## src/rtl/ucie_ctl_sb_deserializer_pkg.sv

```systemverilog
`default_nettype none
// ============================================================================
//  Package   : ucie_ctl_sb_pkg
//  Purpose   : Shared sideband word width, receive FSM states, beat helper.
//  Revision  : 1.0 - initial release
// ============================================================================
package ucie_ctl_sb_pkg;

    localparam int SB_WORD_W = 32;

    typedef enum logic [0:0] {
        SB_RX_IDLE    = 1'b0,
        SB_RX_COLLECT = 1'b1
    } sb_rx_state_t;

    function automatic int beats(input int n);
        return SB_WORD_W / n;
    endfunction

endpackage
`default_nettype wire

```

## src/rtl/ucie_ctl_sb_deserializer_if.sv

```systemverilog
`default_nettype none
// ============================================================================
//  Interface : ucie_ctl_sb_deserializer_if
//  Purpose   : Link beat input and decoder-facing word handshake.
//  Revision  : 1.0 - initial release
// ============================================================================
interface ucie_ctl_sb_deserializer_if #(
    parameter int N = 16
);
    logic           i_rx_valid;
    logic           i_rx_sof;
    logic [N-1:0]   i_rx_data;
    logic           o_word_valid;
    logic [31:0]    o_word;
    logic           i_word_ready;

    // Link and word consumer side
    modport master (
        output i_rx_valid,
        output i_rx_sof,
        output i_rx_data,
        input  o_word_valid,
        input  o_word,
        output i_word_ready
    );

    // Deserializer side
    modport slave (
        input  i_rx_valid,
        input  i_rx_sof,
        input  i_rx_data,
        output o_word_valid,
        output o_word,
        input  i_word_ready
    );
endinterface
`default_nettype wire

```

## src/rtl/ucie_ctl_sb_word_fifo.sv

```systemverilog
`default_nettype none
// ============================================================================
//  Module    : ucie_ctl_sb_word_fifo
//  Purpose   : DEPTH x 32 word FIFO with registered head; push on full is
//              accepted only when a pop frees a slot in the same cycle.
//  Revision  : 1.0 - initial release
// ============================================================================
module ucie_ctl_sb_word_fifo
    import ucie_ctl_sb_pkg::*;
#(
    parameter int DEPTH = 2
) (
    input  wire logic                  i_clk,
    input  wire logic                  i_reset,
    input  wire logic                  push,
    input  wire logic [SB_WORD_W-1:0]  push_data,
    input  wire logic                  pop,
    output logic                       full,
    output logic                       empty,
    output logic [SB_WORD_W-1:0]       head
);
    localparam int AW = (DEPTH > 1) ? $clog2(DEPTH) : 1;

    logic [SB_WORD_W-1:0] mem [DEPTH];
    logic [AW-1:0]        wr_ptr;
    logic [AW-1:0]        rd_ptr;
    logic [AW:0]          count;
    logic                 do_push;
    logic                 do_pop;

    assign full    = (count == (AW+1)'(DEPTH));
    assign empty   = (count == '0);
    assign do_pop  = pop & ~empty;
    assign do_push = push & (~full | do_pop);
    assign head    = mem[rd_ptr];

    always_ff @(posedge i_clk or negedge i_reset) begin
        if (!i_reset) begin
            mem    <= '{default: '0};
            wr_ptr <= '0;
            rd_ptr <= '0;
            count  <= '0;
        end else begin
            if (do_push) begin
                mem[wr_ptr] <= push_data;
                wr_ptr      <= wr_ptr + 1'b1;
            end
            if (do_pop) begin
                rd_ptr <= rd_ptr + 1'b1;
            end
            case ({do_push, do_pop})
                2'b10:   count <= count + 1'b1;
                2'b01:   count <= count - 1'b1;
                default: count <= count;
            endcase
        end
    end
endmodule
`default_nettype wire

```

## src/rtl/ucie_ctl_sb_deserializer.sv

```systemverilog
`default_nettype none
// ============================================================================
//  Module    : ucie_ctl_sb_deserializer
//  Purpose   : Sideband RX deserializer; assembles 32/N LSB-first beats into
//              32-bit words and queues them for the packet decoder.
//  Revision  : 1.0 - initial release
// ============================================================================
module ucie_ctl_sb_deserializer
    import ucie_ctl_sb_pkg::*;
#(
    parameter int N     = 16,
    parameter int DEPTH = 2
) (
    input  wire logic                 i_clk,
    input  wire logic                 i_reset,
    ucie_ctl_sb_deserializer_if.slave sb,
    output logic [2:0]                o_beat_cnt,
    output logic                      o_frame_err,
    output logic                      o_overflow,
    input  wire logic                 i_clr_err
);
    localparam int BEATS = beats(N);

    if (!(N == 4 || N == 8 || N == 16 || N == 32)) begin : g_bad_width
        $error("ucie_ctl_sb_deserializer: N must be 4, 8, 16 or 32");
    end

    sb_rx_state_t          state;
    sb_rx_state_t          state_n;
    logic [2:0]            cnt;
    logic [2:0]            cnt_n;
    logic [SB_WORD_W-1:0]  asm_word;
    logic [SB_WORD_W-1:0]  asm_n;
    logic                  frame_err;
    logic                  frame_err_n;
    logic                  overflow;
    logic                  push;
    logic                  fifo_full;
    logic                  fifo_empty;
    logic                  drop;

    always_ff @(posedge i_clk or negedge i_reset) begin
        if (!i_reset) begin
            state     <= SB_RX_IDLE;
            cnt       <= '0;
            asm_word  <= '0;
            frame_err <= 1'b0;
        end else begin
            state     <= state_n;
            cnt       <= cnt_n;
            asm_word  <= asm_n;
            frame_err <= frame_err_n;
        end
    end

    // The pushed word is asm_n, so the final beat reaches the FIFO on the
    // same edge that samples it.
    always_comb begin
        state_n     = state;
        cnt_n       = cnt;
        asm_n       = asm_word;
        push        = 1'b0;
        frame_err_n = 1'b0;
        if (sb.i_rx_valid) begin
            case (state)
                SB_RX_IDLE: begin
                    if (sb.i_rx_sof) begin
                        asm_n        = '0;
                        asm_n[N-1:0] = sb.i_rx_data;
                        if (BEATS == 1) begin
                            push  = 1'b1;
                            cnt_n = 3'd0;
                        end else begin
                            cnt_n   = 3'd1;
                            state_n = SB_RX_COLLECT;
                        end
                    end else begin
                        frame_err_n = 1'b1;
                    end
                end
                SB_RX_COLLECT: begin
                    if (sb.i_rx_sof) begin
                        frame_err_n  = 1'b1;
                        asm_n        = '0;
                        asm_n[N-1:0] = sb.i_rx_data;
                        cnt_n        = 3'd1;
                    end else begin
                        asm_n[int'(cnt)*N +: N] = sb.i_rx_data;
                        if (cnt == 3'(BEATS-1)) begin
                            push    = 1'b1;
                            cnt_n   = 3'd0;
                            state_n = SB_RX_IDLE;
                        end else begin
                            cnt_n = cnt + 3'd1;
                        end
                    end
                end
                default: begin
                    state_n = SB_RX_IDLE;
                    cnt_n   = 3'd0;
                end
            endcase
        end
    end

    ucie_ctl_sb_word_fifo #(
        .DEPTH (DEPTH)
    ) u_fifo (
        .i_clk     (i_clk),
        .i_reset   (i_reset),
        .push      (push),
        .push_data (asm_n),
        .pop       (sb.i_word_ready),
        .full      (fifo_full),
        .empty     (fifo_empty),
        .head      (sb.o_word)
    );

    // A full FIFO only has room if the consumer drains its head this cycle.
    assign drop = push & fifo_full & ~sb.i_word_ready;

    always_ff @(posedge i_clk or negedge i_reset) begin
        if (!i_reset) begin
            overflow <= 1'b0;
        end else if (drop) begin
            overflow <= 1'b1;
        end else if (i_clr_err) begin
            overflow <= 1'b0;
        end
    end

    assign sb.o_word_valid = ~fifo_empty;
    assign o_beat_cnt      = cnt;
    assign o_frame_err     = frame_err;
    assign o_overflow      = overflow;
endmodule
`default_nettype wire
```

## src/flat_wrapper.sv

```systemverilog
// flat-port wrapper written by rule: the top's interface ports become plain ports
module ucie_ctl_sb_deserializer_flat import ucie_ctl_sb_pkg::*;
#(
    parameter int N     = 16,
    parameter int DEPTH = 2
)
  (i_clk, i_reset, o_beat_cnt, o_frame_err, o_overflow, i_clr_err, sb_i_rx_valid, sb_i_rx_sof, sb_i_rx_data, sb_o_word_valid, sb_o_word, sb_i_word_ready);
  ucie_ctl_sb_deserializer_if #(.N(N)) sb_i ();
  input  wire logic i_clk;
  input  wire logic i_reset;
  output logic [2:0] o_beat_cnt;
  output logic o_frame_err;
  output logic o_overflow;
  input  wire logic i_clr_err;
  input wire logic [$bits(sb_i.i_rx_valid)-1:0] sb_i_rx_valid;
  input wire logic [$bits(sb_i.i_rx_sof)-1:0] sb_i_rx_sof;
  input wire logic [$bits(sb_i.i_rx_data)-1:0] sb_i_rx_data;
  output wire logic [$bits(sb_i.o_word_valid)-1:0] sb_o_word_valid;
  output wire logic [$bits(sb_i.o_word)-1:0] sb_o_word;
  input wire logic [$bits(sb_i.i_word_ready)-1:0] sb_i_word_ready;
  assign sb_i.i_rx_valid = sb_i_rx_valid;
  assign sb_i.i_rx_sof = sb_i_rx_sof;
  assign sb_i.i_rx_data = sb_i_rx_data;
  assign sb_o_word_valid = sb_i.o_word_valid;
  assign sb_o_word = sb_i.o_word;
  assign sb_i.i_word_ready = sb_i_word_ready;
  ucie_ctl_sb_deserializer #(.N(N), .DEPTH(DEPTH)) u_core (.i_clk(i_clk), .i_reset(i_reset), .sb(sb_i), .o_beat_cnt(o_beat_cnt), .o_frame_err(o_frame_err), .o_overflow(o_overflow), .i_clr_err(i_clr_err));
endmodule
```

## config.mk

```make
export PLATFORM = sky130hd
export DESIGN_NAME = ucie_ctl_sb_deserializer_flat
export DESIGN_NICKNAME = d
export VERILOG_FILES = /design/src/rtl/ucie_ctl_sb_deserializer_pkg.sv /design/src/rtl/ucie_ctl_sb_deserializer_if.sv /design/src/rtl/ucie_ctl_sb_word_fifo.sv /design/src/rtl/ucie_ctl_sb_deserializer.sv /design/src/flat_wrapper.sv
export SDC_FILE = /design/constraint.sdc
export NUM_CORES = 1
export LEC_CHECK = 0
export ABC_AREA = 1
export CORE_MARGIN = 2
export CORE_UTILIZATION = 49
export DETAILED_ROUTE_END_ITERATION = 10
export GPL_TIMING_DRIVEN = 0
export PLACE_DENSITY = 0.71
export SLEW_MARGIN = 30
export SYNTH_ARGS = -nofsm -noshare
export SYNTH_HDL_FRONTEND = slang
export SYNTH_SLANG_ARGS = --single-unit
```

## constraint.sdc

```tcl
create_clock -name i_clk -period 4.6 [get_ports i_clk]
set_clock_uncertainty 0.05 [all_clocks]
set_input_delay 0.46 -clock i_clk [delete_from_list [all_inputs] [get_ports i_clk]]
set_output_delay 0.46 -clock i_clk [all_outputs]
set_load 0.03 [all_outputs]
```

## Yosys cells after proc, flatten, opt, wreduce, memory -nomap -nowiden

Cells that the tools add are included.
Widths: inputs -> output; s select.

- Register bits after elaboration: 106
- Bits of input ports: 22
- Output and inout bits: 38
- Word-level logic and storage cells: 71

- Add/subtract/negate cells: 6
- $lt $le $gt $ge: 3
- Eq/ne operators: 5
- Shifts and indexed selects: 2
- Mux-type cells: 29
- Bitwise logic cells: 11
- Reduce and logical (&&, ||, !) cells: 5

Operator list:

| operator | number |
|---|---|
| $mux 32 | 7 |
| $bwmux 64 | 1 |
| $pmux 32 s2 | 1 |
| $neg 7->33 | 1 |
| $shift 16x33->32 const A | 1 |
| $shiftx 16x33->32 | 1 |
| $bwmux 32 | 1 |
| $demux 32 s1 | 1 |
| $mux 1 | 11 |
| $mux 3 | 3 |
| $pmux 3 s2 | 1 |
| $and 1x1->1 | 4 |
| $eq 2x2->1 const B | 2 |
| $ge 2x2->1 const B | 2 |
| $not 1->1 | 4 |
| $not 1->2 | 2 |
| $pmux 1 s2 | 2 |
| $pmux 2 s2 | 1 |
| $reduce_bool 2->1 | 2 |
| $add 3x1->3 const B | 1 |
| $eq 3x1->1 const B | 1 |
| $add 1x1->1 const B | 2 |
| $add 2x1->2 const B | 1 |
| $eq 2x1->1 const B | 1 |
| other kinds (7) | 7 |

## Logic depth before layout (Yosys ltp)

- Depth after elaboration: 8
- Depth in mapped cells: 14

## Modules after synthesis

A second synthesis with hierarchy kept.

- Cell total of the unflattened synthesis: 685
- Area, all modules: 5554.1 um^2

By module, submodules not included:

| module | instances | cells each | area an instance (um^2) | seq. area each (um^2) |
|---|---|---|---|---|
| ucie_ctl_sb_word_fifo | 1 | 374 | 3061.7 | 1701.6 |
| ucie_ctl_sb_deserializer | 1 | 311 | 2492.4 | 950.9 |

## Least setup slack after synthesis

Ideal clock, no wire load.

- Kind: register to register
- Start: reg u_core.cnt[0], in the netlist u_core.o_beat_cnt[0]
- End: reg u_core.u_fifo.mem[10] (netlist bit)
- Arrival: 2161 ps
- Data required time: 4432 ps
- Setup slack: 2271 ps
- Cell stages (with the launch flop): 15
- Cell sequence: dfrtp_1 > inv_1 > ha_1 > inv_1 > ha_1 > buf_6 > inv_2 > nand2_1 > nor2_1 > nand4_4 > nand2_4 > buf_6 > nand2_1 > nand3_1 > nand2_1

- Cells in the longest elaborated chain, start to end: 7
- Elaborated cells between the ends (all ways): 14
- Those cells by class: add/sub: 1; eq/ne: 1; shift: 2; mux: 9; bitwise: 1

Ends and longest elaborated chain:

| what | line | source |
|---|---|---|
| start: declaration | ucie_ctl_sb_deserializer.sv:30 | `logic [2:0] cnt;` |
| start signal: assignment | ucie_ctl_sb_deserializer.sv:50 | `cnt <= cnt_n;` |
| $neg 7->33 | ucie_ctl_sb_deserializer.sv:88 | `asm_n[int'(cnt)*N +: N] = sb.i_rx_data;` |
| $shiftx 16x33->32 / $shift 16x33->32 (equally long branches) | ucie_ctl_sb_deserializer.sv:88 |  |
| $bwmux 32 | ucie_ctl_sb_deserializer.sv:88 |  |
| $mux 32 | ucie_ctl_sb_deserializer.sv:82 | `if (sb.i_rx_sof) begin` |
| $pmux 32 s2 | ucie_ctl_sb_deserializer.sv:65 | `case (state)` |
| $mux 32 | ucie_ctl_sb_deserializer.sv:64 | `if (sb.i_rx_valid) begin` |
| $bwmux 64 | ucie_ctl_sb_word_fifo.sv:45 | `mem[wr_ptr] <= push_data;` |
| end signal: indexed assignment | ucie_ctl_sb_word_fifo.sv:45 |  |
| end: declaration | ucie_ctl_sb_word_fifo.sv:24 | `logic [SB_WORD_W-1:0] mem [DEPTH];` |

Parallel ways exist; a longest one is shown, timed or not.
A chain may end at the register's enable or synchronous reset.

## Final worst setup path

- Start: reg u_core.u_fifo.rd_ptr
- End: out sb_o_word[5]

- Cells in the longest elaborated chain, start to end: 4

Ends and longest elaborated chain:

| what | line | source |
|---|---|---|
| start: declaration | ucie_ctl_sb_word_fifo.sv:26 | `logic [AW-1:0] rd_ptr;` |
| start signal: assignment | ucie_ctl_sb_word_fifo.sv:49 | `rd_ptr <= rd_ptr + 1'b1;` |
| $not 1->2 (not written as such) | ucie_ctl_sb_word_fifo.sv:35 | `assign head = mem[rd_ptr];` |
| $mux 32 (not written as such) (3 in series) | ucie_ctl_sb_word_fifo.sv:35 |  |
| end: declaration | flat_wrapper.sv:19 | `output wire logic [$bits(sb_i.o_word)-1:0] sb_o_word;` |

No other way between the ends. The select of a mux whose other input is x is not followed.

==> run metrics <==
status=finished, final reports clean; overall power=4.04 mW; DR vias/cell=5.01; area share of and/or/nand/nor cells after synthesis=0.394; routed length per instance=14.3 µm; Clk pwr share=0.158; slowest CP cell=clkdlybuf4s50_1; first-pass GRT wire length=21.5 mm; CP cell instances=clkbuf_1 > clkinv_1 > clkbuf_1 > nand2_1 > nand2_1 > clkdlybuf4s50_1; Worst Setup Start Kind=flop; slowest stage delay, CP=590 ps; EDFF count, synth=0; Max Cap Viol=0; LEAKAGE=3.41 nW; design area=6340 µm²; Mapped Cells=691; Logic pwr share=0.479; Starting Density=0.497; Total Routing Usage GR=0.239; multiplexer share of the synthesized area=0; clock buffer count from CTS=9; pin count of the biggest net entering global routing=66; Root Buffer=clkbuf_8; number of global-route vias before repair=4353; IO buf count=59; sequential fraction of design power=0.363; Worst Path Class, Setup=reg -> out; Worst EP required=4090 ps; Final Max Slew Viols=0; class of the worst hold path=reg -> reg; insertion delay to the later sink of the worst-skew pair=380 ps; number of antenna diodes=0; Die Y=108 µm; initial antenna violation count=0; depth of the most critical reg-to-reg path=13; switch share=0.422; crit end category=output port; dpl cell area=6110 µm²; fin nets=791; Vias=4551; layout cells sized above 1=0.0807; CTS H-tree depth=3; PnR worst setup slack=1470 ps; peak supply drop=0.293 mV; Hold Startpoint=u_core.u_fifo.mem[7]$_DFFE_PN0P_; DP HPWL=9.34 mm; core area=10700 µm²; WHS Path Cells=2; most frequent cells after synthesis=nand2_1 (368), dfrtp_1 (106), nand3_1 (65), inv_1 (44), nor2_1 (16); drt drc=0; unrepaired setup endpoints after global routing=no; RR Startpoint=u_core.o_beat_cnt[0]$_DFFE_PN0P_; XOR/XNOR share of the synthesized area=0.00494; Yosys top cell by area=dfrtp_1; reg2reg setup slack=2150 ps; hold path endpoint=u_core.u_fifo.mem[7]$_DFFE_PN0P_; Syn Area/Cell=7.69 µm²; post-synthesis adder-cell area fraction=0.0141; Post-CTS Setup Inserts=0; actual slew at the worst max-slew pin=587 ps; flops & latches, synth=106; Fin. Hold Viols=0; slew margin rel.=0.609; count leader, synth=nand2_1; Critical Path AT=2620 ps; clk sinks=106; post-synth top area share=0.499; Switch Pwr=1.71 mW; main flop type after synthesis=dfrtp_1; GP Congestion=0.929; synthesis-to-finish area growth=19.3%; top post-synthesis cells by area=dfrtp_1 (50%), nand2_1 (26%), nand3_1 (6.1%); Syn. warnings=0; Distinct cells, synth=31; Synth Cell Area=5310 µm²; Inst Count DP=891; Util after Layout=0.593; Worst-path clk slew=100 ps; Worst R2R End=u_core.u_fifo.mem[49]$_DFFE_PN0P_; DRT iter0 DRCs=282; min cycle time layout=3130 ps; Final period util=0.681; DP Worst Slack=1880 ps; Int Power=2.34 mW; # rows=38; Die W=108 µm; CTS tree=yes; Final Instance Count excl. Fillers=908; Crit Path Max Fanout=10; die area=11700 µm²; Bufs on Longest Clock Path=2; Max Freq=319 MHz; grt ovf=0; setup violators final=0; synthesized net count=719; final antenna-violating net count=0; Async S/R FF share, synth=1.00; drt pass-1 iters=6; post-synthesis compound-gate area fraction=0.00848; WL final=13.0 mm; largest family of logic cells by synthesized area=simple AND/OR/NAND/NOR gates; sequential area share after synthesis=0.499; IO Pins=60; Power per Cell Area=638 nW/µm²
## power groups by stage
stage                     Clock, mW  Combinational [mW]  Sequential (mW)
after global routing          0.691                2.14             1.51
after CTS                     0.651                1.95             1.46
after floorplan                   0                1.28             1.45
after global placement            0                1.91             1.47
after detailed placement          0                1.94             1.48
final                         0.639                1.94             1.47
## per-stage QoR
stage / setup TNS, ps / hold slack [ps]
6_report: 0 / 439
5_1_grt: 0 / 459
4_1_cts: 0 / 440
3_5_place_dp: 0 / 350
3_3_place_gp: -100620 / 412
2_1_floorplan: 0 / 114
## how the worst max path moves through the flow
stage	from	endpoint	slack, ps	depth (start not counted)
floorplan	u_core.o_beat_cnt[0]$_DFFE_PN0P_	u_core.u_fifo.mem[10]$_DFFE_PN0P_	2270	14
CTS	u_core.u_fifo.rd_ptr$_DFFE_PN0P_	sb_o_word[1]	1470	6
global placement	i_reset	u_core.u_fifo.mem[49]$_DFFE_PN0P_	-950	1
detailed placement	u_core.u_fifo.rd_ptr$_DFFE_PN0P_	sb_o_word[1]	1880	6
finish	u_core.u_fifo.rd_ptr$_DFFE_PN0P_	sb_o_word[5]	1470	6
global route	u_core.u_fifo.rd_ptr$_DFFE_PN0P_	sb_o_word[1]	1360	6
## area by class of cell
class	instances	area (µm²)
buffer	32	230
inverter	50	190
timing repair buffer	61	629
sequential	106	2650
tap	140	175
multi-input combinational	503	2240
clock buffer	12	145
fill	998	4360
clock inverter	4	75.1
## flip-flops by register name, summed over array words and instances, names as in the netlist
| name | cells |
|---|---|
| u_core.u_fifo.mem | 64 |
| u_core.asm_word | 32 |
| u_core.o_beat_cnt | 3 |
| u_core.u_fifo.count | 2 |
| u_core.o_frame_err | 1 |
| u_core.o_overflow | 1 |
| u_core.state | 1 |
| u_core.u_fifo.rd_ptr | 1 |
| u_core.u_fifo.wr_ptr | 1 |
## per-layer routing
| layer | wire [µm] | vias to the layer above | GRT usage |
|---|---|---|---|
| met3 | 699 | 14 | 0.0434 |
| met2 | 6140 | 114 | 0.392 |
| li1 | - | 2257 | - |
| met5 | 0 | - | 0 |
| met4 | 166 | 0 | 0.0650 |
| met1 | 6010 | 2166 | 0.329 |
## logic make-up after synthesis
group	count (synthesis)
simple gates	486
flops	106
buf+inv	82
compound gates	8
fa+ha+maj	6
xor+xnor	3
## cells in the final DEF, fill, tap and decap left out, types with 2 or more instances in the layout
cell type,count
nand3_1,65
clkbuf_1,11
or2_2,11
buf_4,4
inv_2,4
buf_6,13
nor2_8,2
dfrtp_1,106
nand3b_1,15
nand2_1,368
clkdlybuf4s50_1,58
xor2_1,2
clkinvlp_4,2
bufinv_16,2
a21oi_1,2
nor2_1,16
ha_1,6
inv_1,44
clkbuf_8,10
nand2_4,3
o21ai_0,3
buf_2,4
buf_1,3
## worst max-delay path: cells and delay by family, from the launching register on
kind	cells	cell delay, ps
buf+inv	4	1710
flops	1	330
simple gates	2	200
## repair_timing
item,in CTS,in global routing
endpoints found under the hold margin,41,0
gates resized for setup,0,0
hold buffers,1,0
Note: power is estimated with default switching activity, not from simulation.
